**src/rtl/cpu_pkg.sv**
```systemverilog
// cpu_pkg: shared constants and types for the 16-bit CPU control path.
//   - OP_*      : instruction opcodes held in ir[15:12]
//   - BUS_*     : shared-bus source select codes
//   - seq_state_e : sequencer FSM state encoding
//   - bus_reg() : bus_sel code for general register rN
package cpu_pkg;

  localparam logic [3:0] OP_MV   = 4'd0;
  localparam logic [3:0] OP_MVI  = 4'd1;
  localparam logic [3:0] OP_ADD  = 4'd2;
  localparam logic [3:0] OP_SUB  = 4'd3;
  localparam logic [3:0] OP_JMP  = 4'd4;
  localparam logic [3:0] OP_HALT = 4'd5;

  localparam logic [3:0] BUS_R0   = 4'd0;
  localparam logic [3:0] BUS_R1   = 4'd1;
  localparam logic [3:0] BUS_R2   = 4'd2;
  localparam logic [3:0] BUS_R3   = 4'd3;
  localparam logic [3:0] BUS_R4   = 4'd4;
  localparam logic [3:0] BUS_R5   = 4'd5;
  localparam logic [3:0] BUS_R6   = 4'd6;
  localparam logic [3:0] BUS_R7   = 4'd7;
  localparam logic [3:0] BUS_G    = 4'd8;
  localparam logic [3:0] BUS_MEM  = 4'd9;
  localparam logic [3:0] BUS_NONE = 4'd15;

  typedef enum logic [2:0] {
    StIdle,
    StFetch,
    StEx1,
    StEx2,
    StEx3,
    StHalt
  } seq_state_e;

  // Register codes occupy the low half of the bus_sel space.
  function automatic logic [3:0] bus_reg(input logic [2:0] r);
    return {1'b0, r};
  endfunction

endpackage

```
**src/rtl/cpu_sequencer_if.sv**
```systemverilog
// cpu_sequencer_if: control bundle between the sequencer and the datapath/memory.
//   run       : start/continue execution request
//   mem_data  : instruction memory word at the current PC (combinational)
//   pc_enable, pc_select : PC update strobe and source (0 = PC+1, 1 = bus)
//   bus_sel   : shared-bus source (0-7 regs, 8 G, 9 mem_data, 15 none)
//   reg_we    : one-hot register write enable
//   a_load, g_load, alu_sub : ALU latch enables and operation
//   busy, halted : sequencer status
// modport master = sequencer side, slave = datapath/environment side.
interface cpu_sequencer_if #(
  parameter int unsigned NREG = 8,
  parameter int unsigned W    = 16
);

  logic            run;
  logic [W-1:0]    mem_data;
  logic            pc_enable;
  logic            pc_select;
  logic [3:0]      bus_sel;
  logic [NREG-1:0] reg_we;
  logic            a_load;
  logic            g_load;
  logic            alu_sub;
  logic            busy;
  logic            halted;

  modport master (
    input  run, mem_data,
    output pc_enable, pc_select, bus_sel, reg_we, a_load, g_load, alu_sub, busy, halted
  );

  modport slave (
    output run, mem_data,
    input  pc_enable, pc_select, bus_sel, reg_we, a_load, g_load, alu_sub, busy, halted
  );

endinterface

```
**src/rtl/cpu_ir_decode.sv**
```systemverilog
// cpu_ir_decode: combinational strobe decoder for the sequencer.
//   state, op, rx, ry : current FSM state and IR fields
//   pc_enable .. halted : datapath strobes for this cycle
//   final_cycle : high on the last execute cycle of the current instruction
//                 (HALT's EX1 included; the caller routes it to StHalt)
module cpu_ir_decode
  import cpu_pkg::*;
#(
  parameter int unsigned NREG = 8
) (
  input  seq_state_e      state,
  input  logic [3:0]      op,
  input  logic [2:0]      rx,
  input  logic [2:0]      ry,
  output logic            pc_enable,
  output logic            pc_select,
  output logic [3:0]      bus_sel,
  output logic [NREG-1:0] reg_we,
  output logic            a_load,
  output logic            g_load,
  output logic            alu_sub,
  output logic            busy,
  output logic            halted,
  output logic            final_cycle
);

  logic [NREG-1:0] rx_onehot;

  // Register indices beyond NREG select nothing rather than alias.
  always_comb begin
    rx_onehot = '0;
    for (int unsigned i = 0; i < NREG; i++) begin
      if (32'(rx) == i) rx_onehot[i] = 1'b1;
    end
  end

  always_comb begin
    pc_enable   = 1'b0;
    pc_select   = 1'b0;
    bus_sel     = BUS_NONE;
    reg_we      = '0;
    a_load      = 1'b0;
    g_load      = 1'b0;
    alu_sub     = 1'b0;
    busy        = 1'b0;
    halted      = 1'b0;
    final_cycle = 1'b0;
    unique case (state)
      StIdle: ;
      StFetch: begin
        busy      = 1'b1;
        pc_enable = 1'b1;
      end
      StEx1: begin
        busy        = 1'b1;
        final_cycle = 1'b1;
        case (op)
          OP_MV: begin
            bus_sel = bus_reg(ry);
            reg_we  = rx_onehot;
          end
          OP_MVI: begin
            // Immediate lives in the word after the opcode; step PC past it.
            bus_sel   = BUS_MEM;
            reg_we    = rx_onehot;
            pc_enable = 1'b1;
          end
          OP_ADD, OP_SUB: begin
            bus_sel     = bus_reg(rx);
            a_load      = 1'b1;
            final_cycle = 1'b0;
          end
          OP_JMP: begin
            bus_sel   = bus_reg(rx);
            pc_enable = 1'b1;
            pc_select = 1'b1;
          end
          default: ;
        endcase
      end
      StEx2: begin
        busy    = 1'b1;
        bus_sel = bus_reg(ry);
        g_load  = 1'b1;
        alu_sub = (op == OP_SUB);
      end
      StEx3: begin
        busy        = 1'b1;
        bus_sel     = BUS_G;
        reg_we      = rx_onehot;
        final_cycle = 1'b1;
      end
      StHalt: halted = 1'b1;
      default: ;
    endcase
  end

endmodule

```
**src/rtl/cpu_sequencer.sv**
```systemverilog
// cpu_sequencer: instruction register plus fetch/execute FSM for the 16-bit CPU.
//   clk : system clock, rising edge
//   rst : synchronous active-low reset (state -> IDLE, IR -> 0)
//   cpu : cpu_sequencer_if.master -- run/mem_data in, datapath strobes and status out
// Outputs are decoded from the registered state and IR only, so they are glitch-free
// with respect to run and mem_data.
module cpu_sequencer
  import cpu_pkg::*;
#(
  parameter int unsigned NREG = 8,
  parameter int unsigned W    = 16
) (
  input logic              clk,
  input logic              rst,
  cpu_sequencer_if.master  cpu
);

  seq_state_e   state_q, state_d;
  logic [W-1:0] ir_q;
  logic         final_cycle;

  logic [3:0] op;
  logic [2:0] rx;
  logic [2:0] ry;
  logic       unused_ir_bits;

  assign op = ir_q[15:12];
  assign rx = ir_q[11:9];
  assign ry = ir_q[8:6];
  assign unused_ir_bits = ^ir_q[5:0];

  always_ff @(posedge clk) begin
    if (!rst) begin
      state_q <= StIdle;
      ir_q    <= '0;
    end else begin
      state_q <= state_d;
      if (state_q == StFetch) ir_q <= cpu.mem_data;
    end
  end

  // run is only consulted in IDLE and on an instruction's final cycle.
  always_comb begin
    state_d = state_q;
    unique case (state_q)
      StIdle:  if (cpu.run) state_d = StFetch;
      StFetch: state_d = StEx1;
      StEx1: begin
        if (op == OP_HALT)  state_d = StHalt;
        else if (final_cycle) state_d = cpu.run ? StFetch : StIdle;
        else                state_d = StEx2;
      end
      StEx2:   state_d = StEx3;
      StEx3:   state_d = cpu.run ? StFetch : StIdle;
      StHalt:  state_d = StHalt;
      default: state_d = StIdle;
    endcase
  end

  cpu_ir_decode #(
    .NREG(NREG)
  ) u_decode (
    .state      (state_q),
    .op         (op),
    .rx         (rx),
    .ry         (ry),
    .pc_enable  (cpu.pc_enable),
    .pc_select  (cpu.pc_select),
    .bus_sel    (cpu.bus_sel),
    .reg_we     (cpu.reg_we),
    .a_load     (cpu.a_load),
    .g_load     (cpu.g_load),
    .alu_sub    (cpu.alu_sub),
    .busy       (cpu.busy),
    .halted     (cpu.halted),
    .final_cycle(final_cycle)
  );

endmodule

```
**src/flat_wrapper.sv**
```systemverilog
// flat-port wrapper written by rule: the top's interface ports become plain ports
module cpu_sequencer_flat import cpu_pkg::*;
#(
  parameter int unsigned NREG = 8,
  parameter int unsigned W    = 16
)
  (clk, rst, cpu_run, cpu_mem_data, cpu_pc_enable, cpu_pc_select, cpu_bus_sel, cpu_reg_we, cpu_a_load, cpu_g_load, cpu_alu_sub, cpu_busy, cpu_halted);
  cpu_sequencer_if #(.NREG(NREG), .W(W)) cpu_i ();
  input logic clk;
  input logic rst;
  input wire logic [$bits(cpu_i.run)-1:0] cpu_run;
  input wire logic [$bits(cpu_i.mem_data)-1:0] cpu_mem_data;
  output wire logic [$bits(cpu_i.pc_enable)-1:0] cpu_pc_enable;
  output wire logic [$bits(cpu_i.pc_select)-1:0] cpu_pc_select;
  output wire logic [$bits(cpu_i.bus_sel)-1:0] cpu_bus_sel;
  output wire logic [$bits(cpu_i.reg_we)-1:0] cpu_reg_we;
  output wire logic [$bits(cpu_i.a_load)-1:0] cpu_a_load;
  output wire logic [$bits(cpu_i.g_load)-1:0] cpu_g_load;
  output wire logic [$bits(cpu_i.alu_sub)-1:0] cpu_alu_sub;
  output wire logic [$bits(cpu_i.busy)-1:0] cpu_busy;
  output wire logic [$bits(cpu_i.halted)-1:0] cpu_halted;
  assign cpu_i.run = cpu_run;
  assign cpu_i.mem_data = cpu_mem_data;
  assign cpu_pc_enable = cpu_i.pc_enable;
  assign cpu_pc_select = cpu_i.pc_select;
  assign cpu_bus_sel = cpu_i.bus_sel;
  assign cpu_reg_we = cpu_i.reg_we;
  assign cpu_a_load = cpu_i.a_load;
  assign cpu_g_load = cpu_i.g_load;
  assign cpu_alu_sub = cpu_i.alu_sub;
  assign cpu_busy = cpu_i.busy;
  assign cpu_halted = cpu_i.halted;
  cpu_sequencer #(.NREG(NREG), .W(W)) u_core (.clk(clk), .rst(rst), .cpu(cpu_i));
endmodule
```
**config.mk**
```make
export PLATFORM = sky130hd
export DESIGN_NAME = cpu_sequencer_flat
export DESIGN_NICKNAME = d
export VERILOG_FILES = /design/src/rtl/cpu_pkg.sv /design/src/rtl/cpu_sequencer_if.sv /design/src/rtl/cpu_ir_decode.sv /design/src/rtl/cpu_sequencer.sv /design/src/flat_wrapper.sv
export SDC_FILE = /design/constraint.sdc
export NUM_CORES = 1
export LEC_CHECK = 0
export ABC_AREA = 1
export CAP_MARGIN = 20
export CORE_MARGIN = 3
export CORE_UTILIZATION = 48
export CTS_BUF_LIST = sky130_fd_sc_hd__clkbuf_2
export DETAILED_ROUTE_END_ITERATION = 8
export HOLD_SLACK_MARGIN = 0.12
export PLACE_DENSITY = 0.88
export SKIP_LAST_GASP = 1
export SYNTH_ARGS = -nofsm -noshare
export SYNTH_HDL_FRONTEND = slang
export SYNTH_HIERARCHICAL = 1
export SYNTH_SLANG_ARGS = --single-unit
```
**constraint.sdc**
```tcl
create_clock -name clk -period 3.7 [get_ports clk]
set_clock_uncertainty 0.05 [all_clocks]
set_input_delay 0.925 -clock clk [delete_from_list [all_inputs] [get_ports clk]]
set_output_delay 0.925 -clock clk [all_outputs]
set_load 0.05 [all_outputs]
```
==> flow_metrics.py <==
metrics = {
    "synthesis": {
        "synthesis.instances": 149,
        "synth_top_area_cell": "dfxtp_1",
        "synth_fp_nets": 168,
        "seq_area_frac_synth_pct": 27.4,
        "synthesis.area_sq_um": 950,
        "avgSynthCellArea_sq_um": 6.37,
        "yosysWarnings": 6,
        "ys_ff_latch": 13,
        "synthTopCellsByArea": "dfxtp_1 (27%), nand2_1 (14%), inv_1 (11%), a21oi_2 (8.3%), o21ai_2 (8.3%)",
        "synthDistinctLibCells": 21,
        "netlist.area_leader.share_pct": 27.4,
    },
    "die": {
        "coreArea_sq_mm": 0.00180,
        "rows": 15,
        "initial_core_util_pct": 52.7,
        "fp.dieW_um": 50.5,
        "die_area_sq_mm": 0.00255,
        "fp.dieH_um": 50.5,
        "io_pins": 38,
    },
    "worst_setup_path": {
        "crit_slowest_cell": "clkdlybuf4s50_1",
        "cp-start-kind": "flip-flop",
        "cp_num_buf_inv": 1,
        "critPathRequiredTime_ns": 2.72,
        "crit_chain": "nand2_2 > nor2_4 > nand3_1 > nand2_1 > nand2_1 > nand3_1 > clkdlybuf4s50_1",
        "arrival_ns": 2.34,
        "worstPathMaxFanout": 9,
        "endpoint_kind": "output pin",
        "critical-path-max-stage-delay_ns": 0.81,
        "critPathTopFamily": "buffers and inverters",
        "crit_type": "reg2out",
    },
    "sta": {
        "hold_viol_final": 0,
        "fin_crit_sh_pct": 89.5,
        "worst_pin_slew_ns": 0.595,
        "drv_slew": 0,
        "finalHoldWorstSlack_ns": 0.415,
        "max_freq_ghz": 0.302,
        "timing.final.ws_setup_ns": 0.390,
        "setup_viol": 0,
        "rsz0062_at_grt": "false",
        "tns_ns": 0,
        "fin_crit_ns": 3.31,
        "slew_headroom_pct": 60.3,
    },
    "global_routing": {
        "first_global_vias": 969,
        "antenna_found_initial": 0,
        "grt_usage_pct": 20.3,
        "grt_first_pass_wirelength_um": 3880,
        "grt-ovfl-total": 0,
        "grt_max_degree": 22,
    },
    "clock_tree": {
        "h-tree-depth": 1,
        "ctsHoldBuffers": 0,
        "clkTransAtPathRegs_ns": 0.12,
        "clock_latency_ns": 0.26,
        "post_cts_buffers": 0,
        "cts.sink_count": 13,
        "cts_tree": "done",
        "numCtsBuffers": 3,
        "cts_root_buf": "clkbuf_2",
        "cts_resized": 0,
        "clockBufferDepth": 2,
    },
    "status": {
        "outcome": "finished clean",
    },
    "drt": {
        "detail_route.wl_per_cell_um": 11.9,
        "drc": 0,
        "postRouteAntennaNets": 0,
        "wl_um": 2460,
        "vias": 1073,
        "drt_first_pass_iters": 4,
        "drtIter0Drc": 41,
        "drt-vias-per-instance": 5.21,
    },
    "power_and_ir_drop": {
        "p_per_area_mw_per_mm2": 382,
        "power_leakage_nw": 0.499,
        "max-vdd-ir-drop_mv": 0.245,
    },
    "place": {
        "place_ws_ns": 0.714,
        "dp_hpwl_um": 1940,
        "portBuffers": 31,
        "dp_cells": 202,
        "gp_congestion": 0.872,
    },
    "worst_hold_path": {
        "hp-class": "reg2reg",
    },
    "cells_and_area": {
        "drive_gt1_share_pct": 17.1,
        "mostFrequentLayoutCells": "nand2_1 (35), clkdlybuf4s50_1 (31), inv_1 (28), nor2_1 (19), dfxtp_1 (13)",
        "n_antenna_cell": 0,
        "fin_cells": 206,
        "nFillCells": 155,
        "mostFrequentLayoutCell": "nand2_1",
        "areaGrowthSynthToFinish_pct": 34.7,
        "fin_util_pct": 71.0,
        "nNetsFinal": 201,
    },
    "job": {
        "maxCapViolCount": 0,
    },
}
-- state kept, by name (all words and copies together), names as in the netlist --
register        flops
u_core/ir_q        10
u_core/state_q      3
-- stage by stage --
| step | total power, mW | instance area [sq um] |
|---|---|---|
| floorplan | 0.355 | 950 |
| global placement | 0.403 | 1260 |
| detailed placement | 0.414 | 1260 |
| CTS | 0.489 | 1280 |
| global route | 0.516 | 1280 |
| finish | 0.488 | 1280 |
-- power by group --
part / internal, mW / switching, mW
logic: 0.0776 / 0.152
clock network: 0.0287 / 0.0442
registers: 0.160 / 0.0259
total: 0.266 / 0.222
-- final timing paths --
path                             startpoint  slack, ns  cells past startpoint                           end
min reg2reg     u_core/ir_q[7]$_SDFFE_PN0P_       0.42                      2   u_core/ir_q[7]$_SDFFE_PN0P_
min             u_core/ir_q[7]$_SDFFE_PN0P_       0.42                      2   u_core/ir_q[7]$_SDFFE_PN0P_
max reg2reg  u_core/state_q[0]$_SDFFE_PN0P_       2.06                      3  u_core/ir_q[11]$_SDFFE_PN0P_
max          u_core/state_q[1]$_SDFFE_PN0P_       0.39                      7                cpu_bus_sel[2]
-- Yosys cell counts (all sizes together) --
library cell,number
nand2,39
inv,30
nor2,21
a21oi,14
dfxtp,13
nand3,13
o21ai,11
clkbuf,2
a31oi,1
buf,1
nand4,1
nor3,1
nor4,1
o21bai,1
-- kinds of logic (layout without fill, tap and decap cells) --
kind of cell / count (synthesis) / after routing / share of synthesized area, %
flops: 13 / 13 / 27.4
simple gates: 76 / 76 / 35.6
compound gates: 27 / 27 / 21.7
buf+inv: 33 / 65 / 15.3
-- area by class of cell --
cell class / instances / area (sq um) / share of cell area (%)
clock buffers: 4 / 20.0 / 1.57
inverters: 30 / 113 / 8.81
multi-input cells: 103 / 544 / 42.6
flip-flops and latches: 13 / 260 / 20.4
well taps: 25 / 31.3 / 2.45
repair buffers: 31 / 310 / 24.3
-- worst register-to-register path, stage by stage (launching register included) --
cell     delay (ns)
dfxtp_1        0.52
nand3_2        0.53
o21ai_0        0.36
a21oi_1        0.07
-- per-layer routing --
metal  vias up  part of all wire, %  track usage, %
met5         -                    0               0
met4         0                  2.2            14.3
met3         8                  6.6            3.26
met2        59                   53            35.9
met1       474                   38            21.6
li1        532                    -               -
No activity file was read; power rests on OpenSTA's default activity.
